File: src/rtl/branch_resolve_ctrl_if.sv
// EX-stage branch resolution bus between the pipeline (master) and
// the branch resolution controller (slave).
interface branch_resolve_ctrl_if;
  logic        br_valid;
  logic [2:0]  funct3;
  logic [31:0] pc_ex;
  logic [31:0] target_ex;
  logic        is_compressed;
  logic        pred_taken_ex;
  logic        stall;
  logic [1:0]  cmp_ctrl;
  logic        cmp_sign;
  logic        bflag;
  logic [31:0] pc_if;
  logic        pred_taken_if;
  logic        flush;
  logic [31:0] redirect_pc;
  logic        illegal_br;
  logic [31:0] mispredict_cnt;

  modport master (
    output br_valid, funct3, pc_ex, target_ex, is_compressed, pred_taken_ex,
           stall, bflag, pc_if,
    input  cmp_ctrl, cmp_sign, pred_taken_if, flush, redirect_pc, illegal_br,
           mispredict_cnt
  );

  modport slave (
    input  br_valid, funct3, pc_ex, target_ex, is_compressed, pred_taken_ex,
           stall, bflag, pc_if,
    output cmp_ctrl, cmp_sign, pred_taken_if, flush, redirect_pc, illegal_br,
           mispredict_cnt
  );
endinterface

File: src/rtl/branch_resolve_ctrl.sv
// EX-stage branch resolution: comparator decode, taken/mispredict detection,
// registered flush/redirect and a 2-bit saturating-counter BHT for IF.
module branch_resolve_ctrl #(
  parameter int BHT_IDX_W = 4
) (
  input  logic                clk,
  input  logic                rst_n,
  branch_resolve_ctrl_if.slave bus
);

  localparam int BHT_N = 1 << BHT_IDX_W;

  logic [1:0]           bht_q [BHT_N];
  logic [1:0]           bht_d [BHT_N];
  logic                 flush_q, flush_d;
  logic [31:0]          redirect_pc_q, redirect_pc_d;
  logic [31:0]          mis_cnt_q, mis_cnt_d;

  logic [1:0]           ctrl;
  logic                 sign;
  logic                 taken;
  logic                 ill;
  logic                 res;
  logic                 mis;
  logic [31:0]          seq_pc;
  logic [BHT_IDX_W-1:0] idx_ex;
  logic [BHT_IDX_W-1:0] idx_if;
  logic [1:0]           ctr_ex;

  always_comb begin
    ctrl  = 2'b00;
    sign  = 1'b0;
    taken = 1'b0;
    ill   = 1'b0;
    case (bus.funct3)
      3'b000: taken = bus.bflag;
      3'b001: begin ctrl = 2'b01; taken = bus.bflag; end
      3'b100: begin ctrl = 2'b10; taken = bus.bflag; end
      3'b101: begin ctrl = 2'b10; taken = ~bus.bflag; end
      3'b110: begin ctrl = 2'b10; sign = 1'b1; taken = bus.bflag; end
      3'b111: begin ctrl = 2'b10; sign = 1'b1; taken = ~bus.bflag; end
      default: ill = 1'b1;
    endcase
  end

  assign bus.cmp_ctrl   = ctrl;
  assign bus.cmp_sign   = sign;
  assign bus.illegal_br = ill & bus.br_valid;

  // The EX instruction seen during a flush cycle is wrong-path and is dropped.
  assign res    = bus.br_valid & ~bus.stall & ~flush_q;
  assign mis    = res & (taken != bus.pred_taken_ex);
  assign seq_pc = bus.pc_ex + (bus.is_compressed ? 32'd2 : 32'd4);

  // Halfword-granular index because compressed branches can sit on 2-byte boundaries.
  assign idx_ex = bus.pc_ex[BHT_IDX_W:1];
  assign idx_if = bus.pc_if[BHT_IDX_W:1];
  assign ctr_ex = bht_q[idx_ex];

  assign bus.pred_taken_if = bht_q[idx_if][1];

  always_comb begin
    bht_d = bht_q;
    if (res) begin
      if (taken) begin
        if (ctr_ex != 2'b11) bht_d[idx_ex] = ctr_ex + 2'd1;
      end else begin
        if (ctr_ex != 2'b00) bht_d[idx_ex] = ctr_ex - 2'd1;
      end
    end
  end

  always_comb begin
    flush_d       = mis;
    redirect_pc_d = redirect_pc_q;
    if (mis) redirect_pc_d = taken ? bus.target_ex : seq_pc;
    mis_cnt_d     = mis_cnt_q + {31'd0, mis};
  end

  always_ff @(posedge clk or negedge rst_n) begin
    if (!rst_n) begin
      flush_q       <= 1'b0;
      redirect_pc_q <= 32'd0;
      mis_cnt_q     <= 32'd0;
      for (int i = 0; i < BHT_N; i++) bht_q[i] <= 2'b01;
    end else begin
      flush_q       <= flush_d;
      redirect_pc_q <= redirect_pc_d;
      mis_cnt_q     <= mis_cnt_d;
      bht_q         <= bht_d;
    end
  end

  assign bus.flush          = flush_q;
  assign bus.redirect_pc    = redirect_pc_q;
  assign bus.mispredict_cnt = mis_cnt_q;

endmodule

File: src/flat_wrapper.sv
// flat-port wrapper written by rule: the top's interface ports become plain ports
module branch_resolve_ctrl_flat 
#(
  parameter int BHT_IDX_W = 4
)
  (clk, rst_n, bus_br_valid, bus_funct3, bus_pc_ex, bus_target_ex, bus_is_compressed, bus_pred_taken_ex, bus_stall, bus_bflag, bus_pc_if, bus_cmp_ctrl, bus_cmp_sign, bus_pred_taken_if, bus_flush, bus_redirect_pc, bus_illegal_br, bus_mispredict_cnt);
  branch_resolve_ctrl_if bus_i ();
  input  logic clk;
  input  logic rst_n;
  input wire logic [$bits(bus_i.br_valid)-1:0] bus_br_valid;
  input wire logic [$bits(bus_i.funct3)-1:0] bus_funct3;
  input wire logic [$bits(bus_i.pc_ex)-1:0] bus_pc_ex;
  input wire logic [$bits(bus_i.target_ex)-1:0] bus_target_ex;
  input wire logic [$bits(bus_i.is_compressed)-1:0] bus_is_compressed;
  input wire logic [$bits(bus_i.pred_taken_ex)-1:0] bus_pred_taken_ex;
  input wire logic [$bits(bus_i.stall)-1:0] bus_stall;
  input wire logic [$bits(bus_i.bflag)-1:0] bus_bflag;
  input wire logic [$bits(bus_i.pc_if)-1:0] bus_pc_if;
  output wire logic [$bits(bus_i.cmp_ctrl)-1:0] bus_cmp_ctrl;
  output wire logic [$bits(bus_i.cmp_sign)-1:0] bus_cmp_sign;
  output wire logic [$bits(bus_i.pred_taken_if)-1:0] bus_pred_taken_if;
  output wire logic [$bits(bus_i.flush)-1:0] bus_flush;
  output wire logic [$bits(bus_i.redirect_pc)-1:0] bus_redirect_pc;
  output wire logic [$bits(bus_i.illegal_br)-1:0] bus_illegal_br;
  output wire logic [$bits(bus_i.mispredict_cnt)-1:0] bus_mispredict_cnt;
  assign bus_i.br_valid = bus_br_valid;
  assign bus_i.funct3 = bus_funct3;
  assign bus_i.pc_ex = bus_pc_ex;
  assign bus_i.target_ex = bus_target_ex;
  assign bus_i.is_compressed = bus_is_compressed;
  assign bus_i.pred_taken_ex = bus_pred_taken_ex;
  assign bus_i.stall = bus_stall;
  assign bus_i.bflag = bus_bflag;
  assign bus_i.pc_if = bus_pc_if;
  assign bus_cmp_ctrl = bus_i.cmp_ctrl;
  assign bus_cmp_sign = bus_i.cmp_sign;
  assign bus_pred_taken_if = bus_i.pred_taken_if;
  assign bus_flush = bus_i.flush;
  assign bus_redirect_pc = bus_i.redirect_pc;
  assign bus_illegal_br = bus_i.illegal_br;
  assign bus_mispredict_cnt = bus_i.mispredict_cnt;
  branch_resolve_ctrl #(.BHT_IDX_W(BHT_IDX_W)) u_core (.clk(clk), .rst_n(rst_n), .bus(bus_i));
endmodule
File: config.mk
export PLATFORM = sky130hd
export DESIGN_NAME = branch_resolve_ctrl_flat
export DESIGN_NICKNAME = d
export VERILOG_FILES = /design/src/rtl/branch_resolve_ctrl_if.sv /design/src/rtl/branch_resolve_ctrl.sv /design/src/flat_wrapper.sv
export SDC_FILE = /design/constraint.sdc
export NUM_CORES = 1
export LEC_CHECK = 0
export CAP_MARGIN = 15
export CORE_UTILIZATION = 30
export DETAILED_ROUTE_END_ITERATION = 16
export GPL_ROUTABILITY_DRIVEN = 0
export PLACE_DENSITY = 0.67
export SLEW_MARGIN = 20
export SYNTH_ARGS = -nofsm -noshare
export SYNTH_HDL_FRONTEND = slang
export SYNTH_SLANG_ARGS = --single-unit
export TNS_END_PERCENT = 5
File: constraint.sdc
create_clock -name clk -period 3.65 [get_ports clk]
set_clock_uncertainty 0.1 [all_clocks]
set_input_delay 0.73 -clock clk [delete_from_list [all_inputs] [get_ports clk]]
set_output_delay 0.73 -clock clk [all_outputs]
set_load 0.05 [all_outputs]
Yosys cells after proc, flatten, opt, wreduce, memory -nomap -nowiden --
Index checks and enable logic that the tools add are counted.
Word-level totals: flip-flop bits (word level) 97, input port bits 106, word-level logic and storage cells 72
Operators by class: $add $sub $neg 4, order comparisons 3, equality and inequality tests 8, multiplexer cells 19, bitwise logic cells 9, reductions and logical operators 10
Operator list (count):
- 2-to-1 mux 32 bit | 4
- bitwise mux 32 bit | 2
- adder 32 x 1 -> 32 bit | 1
- adder 32 bit | 1
- binary-select mux 2 bit (select 4 bit) | 2
- equality test 3 bit, second input constant | 4
- >= comparator 5 bit, second input constant | 2
- 2-to-1 mux 2 bit | 5
- inverter 4 -> 5 bit | 2
- demux 2 bit (select 4 bit) | 1
- OR reduction 4 bit | 2
- OR reduction 6 bit | 1
- less-than comparator 5 x 1 -> 1 bit, second input constant | 1
- bitwise AND 1 bit | 4
- != test 2 bit, second input constant | 2
- case mux 2 bit (2 select lines) | 1
- nonzero test 2 bit | 2
- OR reduction 2 bit | 2
- equality test 3 x 1 -> 1 bit, second input constant | 1
- zero test 3 bit | 1
- 2-to-1 mux 3 bit | 1
- inverter 1 bit | 3
- AND reduction 3 bit | 1
- adder 2 x 1 -> 2 bit, second input constant | 1
- other kinds (5) | 6

Logic depth before layout (Yosys ltp) --
word-level depth 8, depth in mapped cells 13

Worst setup path before layout --
OpenSTA, ideal clock, no wires.
path type input-to-reg, start point input port bus_pc_ex[1], end point register u_core.bht_q[27] (netlist name), arrival 3.309 ns, data required time 3.425 ns, setup slack 0.116 ns, stages 11, path buffers 2, path through buf_2 > mux4_2 > mux2i_1 > mux2_2 > ha_1 > inv_1 > a211oi_1 > a21oi_1 > buf_2 > nand4_1 > mux2_2
On the way: longest elaborated chain between the ends 8
Ends and longest elaborated chain:
- start, declared | RTL line flat_wrapper.sv:12 | input wire logic [$bits(bus_i.pc_ex)-1:0] bus_pc_ex;
- inverter 4 -> 5 bit (implied by the code) * | RTL line branch_resolve_ctrl.sv:58, branch_resolve_ctrl.sv:66, branch_resolve_ctrl.sv:68
- binary-select mux 2 bit (select 4 bit), or another cell as far along | RTL line branch_resolve_ctrl.sv:58 | assign ctr_ex = bht_q[idx_ex];
- 2-to-1 mux 2 bit (implied by the code) / logical AND 1 bit (equally long branches) | RTL line branch_resolve_ctrl.sv:58, branch_resolve_ctrl.sv:66, branch_resolve_ctrl.sv:68
- 2-to-1 mux 2 bit, on equally long branches | RTL line branch_resolve_ctrl.sv:58, branch_resolve_ctrl.sv:66, branch_resolve_ctrl.sv:68
- subtractor 2 x 1 -> 2 bit, or another cell as far along | RTL line branch_resolve_ctrl.sv:68 | if (ctr_ex != 2'b00) bht_d[idx_ex] = ctr_ex - 2'd1;
- bitwise mux 32 bit, on equally long branches | RTL line branch_resolve_ctrl.sv:68, branch_resolve_ctrl.sv:66
- 2-to-1 mux 32 bit, on equally long branches | RTL line branch_resolve_ctrl.sv:68, branch_resolve_ctrl.sv:66
- 2-to-1 mux 32 bit | RTL line branch_resolve_ctrl.sv:65 | if (taken) begin
- end signal, assigned | RTL line branch_resolve_ctrl.sv:90 | bht_q <= bht_d;
- end, declared | RTL line branch_resolve_ctrl.sv:13 | logic [1:0] bht_q [BHT_N];
Every way passes the cells marked *; elsewhere a longest branch is shown, timed or not. The select of a mux whose other input is x is not followed. A chain may end at the register's enable or synchronous reset.

Worst setup path in the final report --
start point input port bus_pc_if[1], end point output port bus_pred_taken_if
On the way: longest elaborated chain between the ends 4
Ends and longest elaborated chain:
- start, declared | RTL line flat_wrapper.sv:18 | input wire logic [$bits(bus_i.pc_if)-1:0] bus_pc_if;
- inverter 4 -> 5 bit (implied by the code) | RTL line branch_resolve_ctrl.sv:60 | assign bus.pred_taken_if = bht_q[idx_if][1];
- binary-select mux 2 bit (select 4 bit) | RTL line branch_resolve_ctrl.sv:60
- 2-to-1 mux 2 bit (implied by the code) (2 in series) | RTL line branch_resolve_ctrl.sv:60
- end, declared | RTL line flat_wrapper.sv:21 | output wire logic [$bits(bus_i.pred_taken_if)-1:0] bus_pred_taken_if;
Every way passes these cells. The select of a mux whose other input is x is not followed.

==> summary.md <==
| Metric | Value |
|---|---|
| Status | complete, no violations |
| GRT Total Usage | 16.6% |
| Number of fill cells | 1687 |
| Post-synth top flop | dfrtp_1 |
| Yosys cell types | 55 |
| Pleak | 3.28 nW |
| First-pass GRT wire length | 24.0 mm |
| Worst Hold Class | primary input to async pin |
| Worst path required time | 2.82 ns |
| Fin Hold WS | 0.319 ns |
| Total of max-cap violations | 0 |
| Seq/Total Area, Yosys | 44.6% |
| Per-cell routed wire length | 16.7 um |
| Vias in the first global route | 4516 |
| Final setup fails | 0 |
| Die area | 18800 sq um |
| Initial Util | 30.5% |
| N_diodes | 0 |
| Worst-path clk slew | 0.08 ns |
| Post-DP HPWL | 11.3 mm |
| Clock buffer count from CTS | 9 |
| Drt pass-1 iters | 6 |
| Asr flop ratio synth | 100% |
| Unrepaired setup endpoints after global routing | no |
| Core ar. | 18000 sq um |
| Die width | 137 um |
| Final Hold Fails | 0 |
| Die Y | 137 um |
| Final worst path period need | 3.50 ns |
| Crit Path Max Fanout | 4 |
| Final period util | 95.8% |
| Yosys top cell by area | dfrtp_1 |
| Clock Tree Buf Depth | 2 |
| Tot Pwr | 4.20 mW |
| Share of layout cells above drive strength 1 | 21.0% |
| Place WS | -0.578 ns |
| Worst-Margin Slew | 0.555 ns |
| CP Capture Type | output pin |
| Synth Instances | 503 |
| CTS tree | yes |
| Synth warn | 0 |
| Via count | 4586 |
| VDD IR-drop max | 0.313 mV |
| Row cnt | 49 |
| Vias/cell | 5.02 |
| Setup slack after layout | 0.152 ns |
| Yosys reg bits | 97 |
| Syn_nets | 616 |
| Final Max Slew Viols | 0 |
| Root Buffer | clkbuf_16 |
| Remaining global-route overflow | 0 |
| DRC errors left | 0 |
| Slew headroom | 62.9% |
| I/O Buffers | 147 |
| Clk sinks | 97 |
| Routed Antenna Nets | 0 |
| # IOs | 176 |
| Clk Latency, worst-skew pair | 0.36 ns |
| Largest net degree at the start of global routing | 98 |
| EDFF count, synth | 0 |
| Most frequent cells in the layout | clkdlybuf4s50_1 (143), dfrtp_1 (81), nand2_1 (47) |
| Commonest non-fill, non-tap cell in the layout | clkdlybuf4s50_1 |
| Initial antenna violation count | 1 |
| Final WL | 15.3 mm |
| Pwr dens | 536 nW/um^2 |
| H-tree lvl count | 3 |
| Yosys top cell area share | 37.0% |
| Area contributors post-synth | dfrtp_1 (37%), dfstp_2 (7.7%), mux2_2 (7.0%) |
| Layout area overhead | 42.8% |
| Hold-fix buffers, CTS | 0 |
| Initial drt markers | 251 |
| Max Fclk | 0.286 GHz |
| Critical setup path kind | primary input to output pin |
| WP data arrival | 2.67 ns |
| Syn Area/Cell | 10.9 sq um |
| Startpoint types | primary input |
| Final net count | 793 |
| Post-synthesis instance area | 5490 sq um |
-- cell type report --
cell class	instances	area [sq um]	share of cell area, %
sequential	97	2450	31.2
inverter	12	45.0	0.575
tap	229	287	3.66
clock buffer	9	225	2.88
multi-input combinational	368	2920	37.3
clock inverter	7	73.8	0.942
timing repair buffer	192	1840	23.5
-- logic make-up after synthesis --
logic type,count (synthesis),synth area share [%]
fa+ha+maj,7,1.73
compound gates,71,9.22
simple gates,169,16.9
xor+xnor,59,9.42
mux,62,15.3
flops,97,44.6
buf+inv,38,2.85
-- critical path, cell delays in order --
cell and delay [ns]:
clkdlybuf4s50_1 0.66, mux4_2 0.57, mux4_2 0.50, buf_4 0.21
-- what timing repair did --
item / CTS / global route
gates resized for setup: 1 / 8
cloned: 0 / 0
setup endpoints to repair: 24 / 31
buffers inserted: 0 / 2
pin swaps: 0 / 2
-- report_power, final --
part | internal (mW) | switching [mW] | total [mW]
Combinational | 0.733 | 0.955 | 1.69
Sequential | 1.37 | 0.178 | 1.55
Clock | 0.486 | 0.478 | 0.964
Total | 2.59 | 1.61 | 4.20
-- Yosys cell counts, types with 2 or more instances --
master,count
nor4b_1,2
nor4_2,2
and4_1,4
and2_1,6
buf_1,2
o22ai_1,2
a22oi_1,12
buf_2,5
mux2i_1,14
xor2_1,22
mux2_2,34
ha_1,6
xnor2_1,37
mux4_2,14
nor2b_1,2
o221ai_1,6
and3_1,10
or3_1,2
nand4_1,24
clkbuf_1,18
a21o_1,2
a22o_1,6
dfstp_2,16
nor3_1,11
o21ai_1,2
a21oi_1,8
nor4_1,6
o21ai_0,22
nor4bb_1,2
nand3_1,22
nor3b_1,2
inv_1,12
nand3b_1,3
nand2_1,47
nor2_1,18
dfrtp_1,81
-- worst paths after layout --
kind                                                              from                                      end  slack, ns  cells past startpoint
worst max-delay path                                      bus_pc_if[1]                        bus_pred_taken_if       0.15                      4
min in group clk                u_core.bus.redirect_pc[13]$_DFFE_PN0N_   u_core.bus.redirect_pc[13]$_DFFE_PN0N_       0.38                      2
max in group asynchronous                                        rst_n                                async pin       2.70                      2
worst min-delay path                                             rst_n   u_core.bus.redirect_pc[13]$_DFFE_PN0N_       0.32                      2
worst min register to register  u_core.bus.redirect_pc[13]$_DFFE_PN0N_   u_core.bus.redirect_pc[13]$_DFFE_PN0N_       0.38                      2
worst max register to register              u_core.bus.flush$_DFF_PN0_  u_core.bus.mispredict_cnt[28]$_DFF_PN0_       0.58                     12
-- metrics by stage --
stage	instances	util [%]	setup TNS (ns)	instance area, sq um
6_report	914	43.6	0	7830
4_1_cts	912	43.3	0	7780
5_1_grt	914	43.6	0	7830
3_3_place_gp	896	41.6	-14.27	7480
3_5_place_dp	896	41.6	-15.33	7480
2_1_floorplan	503	-	0	5490
-- layer usage --
metal  GRT usage (%)  wire (um)  vias up
li1                -          -     2204
met1            22.1       6930     2257
met2            27.3       7240      114
met3            3.75       1010        9
met4            4.03        110        2
met5               0         13        -
(Power assumes the default switching activity.)
